===== config.mk =====
export PLATFORM = sky130hd
export DESIGN_NAME = pll_rst_ctrl
export DESIGN_NICKNAME = d
export VERILOG_FILES = /design/src/rtl/pll_rst_ctrl.sv
export SDC_FILE = /design/constraint.sdc
export NUM_CORES = 1
export LEC_CHECK = 0
export CAP_MARGIN = 20
export CORE_MARGIN = 2
export CORE_UTILIZATION = 55
export CTS_CLUSTER_SIZE = 10
export DETAILED_ROUTE_END_ITERATION = 6
export DONT_BUFFER_PORTS = 1
export GPL_ROUTABILITY_DRIVEN = 1
export PLACE_DENSITY = 0.7
export SYNTH_ARGS = -nofsm -noshare
export SYNTH_HDL_FRONTEND = slang
export SYNTH_SLANG_ARGS = --single-unit

===== constraint.sdc =====
create_clock -name i_clk -period 2.4 [get_ports i_clk]
set_input_delay 0.12 -clock i_clk [delete_from_list [all_inputs] [get_ports i_clk]]
set_output_delay 0.12 -clock i_clk [all_outputs]
set_load 0.05 [all_outputs]

===== src/rtl/pll_rst_ctrl.sv =====
// pll_rst_ctrl
// Reset sequencer for a clk_wiz_0 PLL and the CPU it clocks. The PLL is held
// in reset for a fixed pulse. The controller then waits for lock, filters the
// lock indication, and only then releases the CPU reset. While running, a lock
// loss restarts the whole sequence. A soft request resets the CPU only.
//
// Ports
//   i_clk           free-running reference clock (same as clk_wiz_0 clk_in1)
//   i_rst           asynchronous active-high reset
//   i_pll_locked    clk_wiz_0 locked output, asynchronous to i_clk
//   i_soft_rst_req  level request for a CPU-only reset
//   o_pll_reset     clk_wiz_0 reset, active-high, flop output
//   o_sys_rst       CPU reset, active-high, flop output
//   o_state         current FSM state encoding
//   o_relock_cnt    lock losses seen in RUN/SOFT, saturating at 255
//   o_tmo_err       sticky flag, set on any lock timeout
//
// state     | meaning
// ----------+----------------------------------------------------------
// PLL_RST   | pll_reset pulse, PLL_RST_CYC cycles
// WAIT_LOCK | waiting for synchronized lock, LOCK_TMO cycle timeout
// FILTER    | need LOCK_FILT consecutive locked cycles
// RUN       | CPU released
// SOFT      | CPU held in reset for at least SOFT_CYC cycles, PLL untouched

module pll_rst_ctrl #(
  parameter int PLL_RST_CYC = 4,
  parameter int LOCK_FILT   = 8,
  parameter int LOCK_TMO    = 64,
  parameter int SOFT_CYC    = 16
) (
  input  logic       i_clk,
  input  logic       i_rst,
  input  logic       i_pll_locked,
  input  logic       i_soft_rst_req,
  output logic       o_pll_reset,
  output logic       o_sys_rst,
  output logic [2:0] o_state,
  output logic [7:0] o_relock_cnt,
  output logic       o_tmo_err
);

  localparam int MAX_AB  = (PLL_RST_CYC > LOCK_FILT) ? PLL_RST_CYC : LOCK_FILT;
  localparam int MAX_CD  = (LOCK_TMO > SOFT_CYC) ? LOCK_TMO : SOFT_CYC;
  localparam int MAX_ALL = (MAX_AB > MAX_CD) ? MAX_AB : MAX_CD;
  localparam int CW      = $clog2(MAX_ALL) + 1;

  // Terminal counts: the counter is 0 in the first cycle of a state, so the
  // Nth cycle in the state sees N-1.
  localparam logic [CW-1:0] TC_PLL  = CW'(PLL_RST_CYC - 1);
  localparam logic [CW-1:0] TC_FILT = CW'(LOCK_FILT - 1);
  localparam logic [CW-1:0] TC_TMO  = CW'(LOCK_TMO - 1);
  localparam logic [CW-1:0] TC_SOFT = CW'(SOFT_CYC - 1);

  typedef enum logic [2:0] {
    S_PLL_RST   = 3'd0,
    S_WAIT_LOCK = 3'd1,
    S_FILTER    = 3'd2,
    S_RUN       = 3'd3,
    S_SOFT      = 3'd4
  } state_t;

  state_t          r_state;
  state_t          w_state_nxt;
  logic [CW-1:0]   r_cnt;
  logic [CW-1:0]   w_cnt_nxt;
  logic [1:0]      r_sync;
  logic            w_lock_s;
  logic            r_pll_reset;
  logic            r_sys_rst;
  logic [7:0]      r_relock_cnt;
  logic            r_tmo_err;
  logic            w_relock_evt;
  logic            w_tmo_evt;

  assign w_lock_s = r_sync[1];

  always_comb begin
    w_state_nxt  = r_state;
    w_relock_evt = 1'b0;
    w_tmo_evt    = 1'b0;
    case (r_state)
      S_PLL_RST: begin
        // Lock is ignored here; the PLL is being reset.
        if (r_cnt >= TC_PLL) w_state_nxt = S_WAIT_LOCK;
      end
      S_WAIT_LOCK: begin
        if (w_lock_s) begin
          w_state_nxt = S_FILTER;
        end else if (r_cnt >= TC_TMO) begin
          w_state_nxt = S_PLL_RST;
          w_tmo_evt   = 1'b1;
        end
      end
      S_FILTER: begin
        if (!w_lock_s)              w_state_nxt = S_WAIT_LOCK;
        else if (r_cnt >= TC_FILT)  w_state_nxt = S_RUN;
      end
      S_RUN: begin
        // Lock loss outranks a soft request in the same cycle.
        if (!w_lock_s) begin
          w_state_nxt  = S_PLL_RST;
          w_relock_evt = 1'b1;
        end else if (i_soft_rst_req) begin
          w_state_nxt = S_SOFT;
        end
      end
      S_SOFT: begin
        if (!w_lock_s) begin
          w_state_nxt  = S_PLL_RST;
          w_relock_evt = 1'b1;
        end else if ((r_cnt >= TC_SOFT) && !i_soft_rst_req) begin
          w_state_nxt = S_RUN;
        end
      end
      default: w_state_nxt = S_PLL_RST;
    endcase
  end

  // One shared counter, cleared on every transition. It saturates so a long
  // soft request cannot wrap it back below the SOFT terminal count.
  always_comb begin
    w_cnt_nxt = r_cnt;
    if (w_state_nxt != r_state) begin
      w_cnt_nxt = '0;
    end else if (r_cnt != {CW{1'b1}}) begin
      w_cnt_nxt = r_cnt + CW'(1);
    end
  end

  always_ff @(posedge i_clk or posedge i_rst) begin
    if (i_rst) begin
      r_sync       <= 2'b00;
      r_state      <= S_PLL_RST;
      r_cnt        <= '0;
      r_pll_reset  <= 1'b1;
      r_sys_rst    <= 1'b1;
      r_relock_cnt <= 8'd0;
      r_tmo_err    <= 1'b0;
    end else begin
      r_sync      <= {r_sync[0], i_pll_locked};
      r_state     <= w_state_nxt;
      r_cnt       <= w_cnt_nxt;
      // Decoded from the next state so both resets change on the same edge
      // as the state register.
      r_pll_reset <= (w_state_nxt == S_PLL_RST);
      r_sys_rst   <= (w_state_nxt != S_RUN);
      if (w_relock_evt && (r_relock_cnt != 8'hFF)) r_relock_cnt <= r_relock_cnt + 8'd1;
      if (w_tmo_evt) r_tmo_err <= 1'b1;
    end
  end

  assign o_pll_reset  = r_pll_reset;
  assign o_sys_rst    = r_sys_rst;
  assign o_state      = r_state;
  assign o_relock_cnt = r_relock_cnt;
  assign o_tmo_err    = r_tmo_err;

endmodule

==> impl_metrics.tcl, run 1 <==
set metrics [dict create \
    outcome "completed" \
    setup_violations 0 \
    synthDominantCellAreaShare_pct 42.9 \
    dp_hpwl_mm 1.59 \
    synthesized_area_fraction_occupied_by_ao_oa_aoi_and_oai_cells_pct 17.6 \
    worst_pin_slew_ns 0.854 \
    grt_first_pass_wirelength_mm 3.78 \
    critPathRequiredTime_ns 2.64 \
    synth.avg_cell_area_um2 10.1 \
    register_to_register_path_setup_slack_ns 0.33 \
    synth_top_family_by_area "simple AND/OR/NAND/NOR gates" \
    static_leakage_power_uw 0.000592 \
    drt_iter0_markers 18 \
    drt_antenna_net_count 0 \
    combPwrFrac_pct 37.9 \
    routed-via-count 941 \
    cts_setup_buffers 0 \
    max_clock_freq_ghz 0.484 \
    timing.final.crit_share_pct 86.1 \
    cap_violations 0 \
    clock_share_of_power_pct 13.6 \
    seq_area_frac_synth_pct 47.1 \
    sinks_on_the_clock_net 23 \
    totalNegativeSetupSlack_ns 0 \
    cts-htree-levels 1 \
    skew_ns 0.0124 \
    die_h_um 51.2 \
    drt_pre_antenna_iters 5 \
    overall_global_routing_usage_pct 19.6 \
    portBuffers 0 \
    post_synth_main_area_contributors "dfrtp_1, a21oi_1, dfstp_2" \
    chipWidth_um 51.2 \
    grt_pass1_vias 876 \
    netlist_area_mm2 0.00123 \
    area_growth_syn_to_layout_pct 10.7 \
    cts_buffer_depth 2 \
    initial_core_utilization_pct 57.1 \
    p_total_uw 1340 \
    endpoint_kind "flip-flop" \
    xor_xnor_fraction_of_synth_area_pct 6.43 \
    cell_internal_pwr_uw 725 \
    tritoncts.num_buffers 3 \
    synth_cells 121 \
    final_net_count 139 \
    grt_start_max_net_pins 24 \
    number_of_placement_rows 17 \
    grt_setup_unrepaired "no" \
    die_area_mm2 0.00262 \
    total_of_flip_flops_plus_latches_after_synthesis 23 \
    hold-path-cell-count 3 \
    power.ir.vdd_worst_mv 0.574 \
    avgRoutedWirePerCell_um 13.9 \
    period_minus_slack_ns 2.07 \
    final_layout_size_suffix_gt1_share_pct 16.7 \
    global_route.overflow_total 0 \
    routed_wl_mm 2.23 \
    cts_tree "done" \
    post_synth_and_or_nand_nor_area_fraction_pct 20.4 \
    slew-limit-headroom_pct 43.0 \
    criticalPathCategory "flip-flop to flip-flop" \
    post_synthesis_mux_area_share_pct 2.65 \
    path_max_fanout 7 \
    number_of_antenna_violations_at_the_first_check_in_global_routing 0 \
    netlist.top_cell.by_area "dfrtp_1" \
    core_mm2 0.00215 \
    worst_skew_pair.late_latency_ns 0.32 \
    hold_path_class "primary input to flip-flop" \
    yosys.cell_types.count 39 \
    num-fill-cells 180 \
    clk_transition_reported_paths_ns 0.14 \
    yosys.area_share.adder_pct 2.86 \
    timing_hold_violations_final 0 \
    critical_path.startpoint_type "flip-flop" \
    via_per_inst 5.88 \
    cellPowerDensity_mw_per_mm2 989 \
    worstRegToRegCells 6 \
    netSwitchingPower_uw 617 \
    power_switching_share_pct 46.0 \
    synth_edf_count 0 \
    power.share.sequential_pct 48.5 \
    diode_insertion_count_for_antenna_repair 0 \
    yosys_most_used_dff "dfrtp_1" \
    ys.warnings.count 0 \
    maxSlewViolCount 0 \
    asyncSetResetFlopFracSynth_pct 100 \
    gp_routability_congestion 0.849 \
    pin_count 18 \
    synth_fp_nets 127 \
    drcViolationCount 0 \
    cts-root-buf "clkbuf_4" \
    crit_arrival_ns 2.31 \
]
==> worst paths after layout <==
| check | startpoint | to |
|---|---|---|
| max | r_cnt[0]$_DFFE_PP0P_ | r_cnt[4]$_DFFE_PP0P_ |
| min | i_soft_rst_req | o_state[2]$_DFF_PP0_ |
| max reg2reg | r_cnt[0]$_DFFE_PP0P_ | r_cnt[4]$_DFFE_PP0P_ |
| min reg2reg | r_sync[0]$_DFF_PP0_ | r_sync[1]$_DFF_PP0_ |
| max in group asynchronous | i_rst | o_relock_cnt[7]$_DFFE_PP0P_ |
| min in group asynchronous | i_rst | o_state[1]$_DFF_PP0_ |
==> cell families (layout without fill, tap and decap cells) <==
| kind of cell | Yosys count | in the layout |
|---|---|---|
| XOR/XNOR | 9 | 9 |
| AO/OA/AOI/OAI | 32 | 32 |
| AND/OR/NAND/NOR | 42 | 42 |
| adder cells (fa/ha/maj) | 3 | 3 |
| multiplexers | 3 | 3 |
| buffers and inverters | 9 | 20 |
| flip-flops | 23 | 23 |
==> placed cells by master (no fill, tap or decap), types with 2 or more instances in the layout <==
| master | netlist | layout |
|---|---|---|
| mux2_2 | 2 | 2 |
| nor3_1 | 2 | 2 |
| or2_2 | 2 | 2 |
| nand3_1 | 4 | 4 |
| a21oi_1 | 13 | 13 |
| dlygate4sd3_1 | 0 | 3 |
| and4_1 | 2 | 2 |
| xnor2_1 | 5 | 5 |
| nor2_1 | 8 | 8 |
| o211ai_1 | 2 | 2 |
| dfrtp_1 | 21 | 21 |
| o21ai_0 | 6 | 6 |
| inv_1 | 6 | 6 |
| a31oi_1 | 2 | 2 |
| ha_1 | 2 | 2 |
| nand4_1 | 3 | 3 |
| xor2_1 | 4 | 4 |
| dfstp_2 | 2 | 2 |
| nand3b_1 | 3 | 3 |
| and3_1 | 2 | 2 |
| nand2_1 | 7 | 7 |
| buf_4 | 0 | 7 |
| clkbuf_4 | 0 | 3 |
| a21o_1 | 2 | 2 |
| and2_1 | 2 | 2 |
| nand2b_1 | 2 | 2 |
==> per-stage QoR <==
step / cell area [um2] / hold slack (ns) / cells / worst slack (ns) / utilization [%]
detailed placement: 1300 / 0.152 / 153 / 0.380 / 60.5
floorplan: 1230 / 0.120 / 121 / 0.450 / -
global placement: 1300 / 0.152 / 153 / 0.452 / 60.5
finish: 1360 / 0.0604 / 160 / 0.333 / 63.2
global route: 1360 / 0.0679 / 160 / 0.106 / 63.2
CTS: 1360 / 0.0448 / 160 / 0.358 / 63.2
==> state kept, by name, summed over array words and instances, names as in the netlist <==
signal and count:
o_sys_rst 1, o_tmo_err 1, o_relock_cnt 8, o_state 3
r_sync 2, o_pll_reset 1, r_cnt 7
==> layer usage <==
metal / wire [um] / vias to the layer above / track usage (%)
met5: 0 / - / 0
met4: 38 / 0 / 8.77
met3: 97 / 6 / 3.51
met2: 1090 / 23 / 32.9
met1: 994 / 455 / 24.6
li1: - / 457 / -
==> worst max-delay path: stages, from the launching register on <==
cell and delay [ns]:
dfrtp_1 0.47, ha_1 0.29, a21o_1 0.22, maj3_1 0.37
o21ai_0 0.15, o211ai_1 0.27, a21oi_1 0.21
==> final cells by class <==
type / count / area, um2 / area share (%)
Inverter: 6 / 22.5 / 1.66
Timing Repair Buffer: 10 / 82.6 / 6.08
Clock buffer: 3 / 22.5 / 1.66
Multi-Input combinational cell: 89 / 612 / 45.1
Sequential cell: 23 / 578 / 42.6
Tap cell: 28 / 35.0 / 2.58
Clock inverter: 1 / 5.00 / 0.369
==> power groups by stage <==
stage	registers (uW)	clock network (uW)	logic (uW)
after floorplan	740	0	301
after global placement	653	0	492
after detailed placement	657	0	508
after CTS	650	191	512
after global routing	663	205	566
final	651	183	509
==> Yosys cell counts (3+ instances only) <==
cell type and number:
dfrtp_1 21, a21oi_1 13, nor2_1 8, nand2_1 7, inv_1 6, o21ai_0 6, xnor2_1 5, nand3_1 4
xor2_1 4, nand3b_1 3, nand4_1 3
==> what timing repair did <==
item,CTS,global route
endpoints found under the hold margin,23,0
gates resized for setup,0,0
hold buffers,3,0
setup endpoints to repair,0,0
Power figures use the tool's default switching activity.
==> run 2: changes to the inputs <==
BUFFER_PORTS_ARGS = -buffer_cell sky130_fd_sc_hd__buf_2   (was not set)
CTS_CLUSTER_SIZE = 28   (was 10)
DONT_BUFFER_PORTS = not set   (was 1)
PLACE_DENSITY = 0.77   (was 0.7)
clock period = 2.6 ns   (was 2.4 ns; I/O delays follow)
==> impl_metrics.tcl, run 2 (synthesis results as in run 1) <==
set metrics [dict create \
    cts.repair.resized 0 \
    layout_commonest_cell "dfrtp_1" \
    worst_skew_pair.late_latency_ns 0.30 \
    cts-htree-levels 1 \
    cell_internal_pwr_uw 663 \
    critPathRequiredTime_ns 2.83 \
    crit_arrival_ns 2.27 \
    endpoint_kind "flip-flop" \
    combPwrFrac_pct 43.0 \
    initial_core_utilization_pct 57.1 \
    portBuffers 17 \
    power_switching_share_pct 45.9 \
    grt_first_pass_wirelength_mm 3.73 \
    clock_share_of_power_pct 13.0 \
    global_route.overflow_total 0 \
    maxSlewViolCount 0 \
    cts_buffer_depth 2 \
    sinks_on_the_clock_net 23 \
    cts_tree "done" \
    cts_setup_buffers 0 \
    core_mm2 0.00215 \
    cap_violations 0 \
    max_clock_freq_ghz 0.491 \
    die_area_mm2 0.00262 \
    netSwitchingPower_uw 562 \
    grt_pass1_vias 858 \
    number_of_placement_rows 17 \
    num-fill-cells 186 \
    grt_setup_unrepaired "no" \
    grt_start_max_net_pins 24 \
    routed-via-count 952 \
    power.ir.vdd_worst_mv 0.611 \
    hold_path_class "primary input to flip-flop" \
    area_growth_syn_to_layout_pct 12.6 \
    drt_antenna_net_count 0 \
    drcViolationCount 0 \
    die_h_um 51.2 \
    power.share.sequential_pct 44.1 \
    period_minus_slack_ns 2.04 \
    totalNegativeSetupSlack_ns 0 \
    routed_wl_mm 2.21 \
    largest_register_ff_count 8 \
    overall_global_routing_usage_pct 19.2 \
    static_leakage_power_uw 0.000631 \
    gp_routability_congestion 0.809 \
    sequential_cell_area_um2 578 \
    post-route-worst-setup-slack_ns 0.564 \
    worst_pin_slew_ns 0.854 \
    slew-limit-headroom_pct 43.0 \
    via_per_inst 5.63 \
    outcome "completed" \
    cellPowerDensity_mw_per_mm2 887 \
    pin_count 18 \
    multi_input_area_um2 612 \
    clk_transition_reported_paths_ns 0.12 \
    dpl_worst_slack_ns 0.594 \
    drt_iter0_markers 26 \
    path_max_fanout 7 \
    criticalPathCategory "flip-flop to flip-flop" \
    dp_hpwl_mm 1.63 \
    final_layout_size_suffix_gt1_share_pct 22.7 \
    diode_insertion_count_for_antenna_repair 0 \
    cts-root-buf "clkbuf_4" \
    chipWidth_um 51.2 \
    setup_violations 0 \
    drt_pre_antenna_iters 4 \
    final_net_count 148 \
    timing.final.crit_share_pct 78.3 \
    register_to_register_path_setup_slack_ns 0.56 \
    avgRoutedWirePerCell_um 13.0 \
    skew_ns 0.00441 \
    number_of_antenna_violations_at_the_first_check_in_global_routing 0 \
    final_cell_mix "dfrtp_1, buf_2, a21oi_1, nor2_1, nand2_1" \
    critical_path.startpoint_type "flip-flop" \
    timing_hold_violations_final 0 \
    tritoncts.num_buffers 3 \
]
[run 2: changes by cell type in the layout (fill, tap and decap cells not counted)]
| cell | previous run | this run |
|---|---|---|
| buf_4 | 7 | 0 |
| dlygate4sd3_1 | 3 | 2 |
| buf_2 | 0 | 17 |
[run 2: critical path, cell delays in order, from the launching register on]
cell and delay [ns]:
dfrtp_1 0.46, ha_1 0.29, a21o_1 0.22, maj3_1 0.37, o21ai_0 0.15, o211ai_1 0.26
a21oi_1 0.22
[run 2: path summary, 6_finish.rpt]
kind,cells past startpoint,start,to
setup / recovery,6,r_cnt[0]$_DFFE_PP0P_,r_cnt[2]$_DFFE_PP0P_
hold / removal,3,i_soft_rst_req,o_sys_rst$_DFF_PP1_
setup reg to reg,6,r_cnt[0]$_DFFE_PP0P_,r_cnt[2]$_DFFE_PP0P_
hold reg to reg,0,r_sync[0]$_DFF_PP0_,r_sync[1]$_DFF_PP0_
max in group asynchronous,3,i_rst,r_cnt[3]$_DFFE_PP0P_
min in group asynchronous,3,i_rst,o_relock_cnt[1]$_DFFE_PP0P_
[run 2: final cells by class]
type / count / area share (%)
timing repair buffer: 19 / 7.62
inverter: 6 / 1.63
sequential: 23 / 41.9
tap: 28 / 2.54
clock buffer: 3 / 1.63
clock inverter: 1 / 0.363
multi-input combinational: 89 / 44.3
[run 2: power by group through the flow]
stage / Clock (uW) / Sequential [uW] / Combinational [uW]
finish: 159 / 540 / 526
global route: 185 / 557 / 574
CTS: 169 / 538 / 529
detailed placement: 0 / 546 / 525
global placement: 0 / 541 / 514
floorplan: 0 / 683 / 278
[run 2: per-stage QoR]
stage          utilization, %  power, uW  std cells  instance area [um2]  hold WS (ns)
6_report                 64.2       1220        169                 1380         0.264
4_1_cts                  64.2       1240        169                 1380         0.254
2_1_floorplan               -        961        121                 1230         0.130
5_1_grt                  64.2       1320        169                 1380         0.253
3_3_place_gp             62.0       1060        163                 1330         0.242
3_5_place_dp             62.0       1070        163                 1330         0.240
[run 2: what timing repair did]
| action | CTS | global route |
|---|---|---|
| hold buffers | 2 | 0 |
| endpoints found under the hold margin | 3 | 0 |
| setup endpoints to repair | 0 | 0 |
[run 2: per-layer routing]
| layer | global-route usage, % | part of all wire [%] |
|---|---|---|
| met2 | 31.0 | 47 |
| met1 | 26.6 | 49 |
| met5 | 0 | 0 |
| met3 | 4.39 | 3.3 |
| met4 | 3.95 | 0.63 |
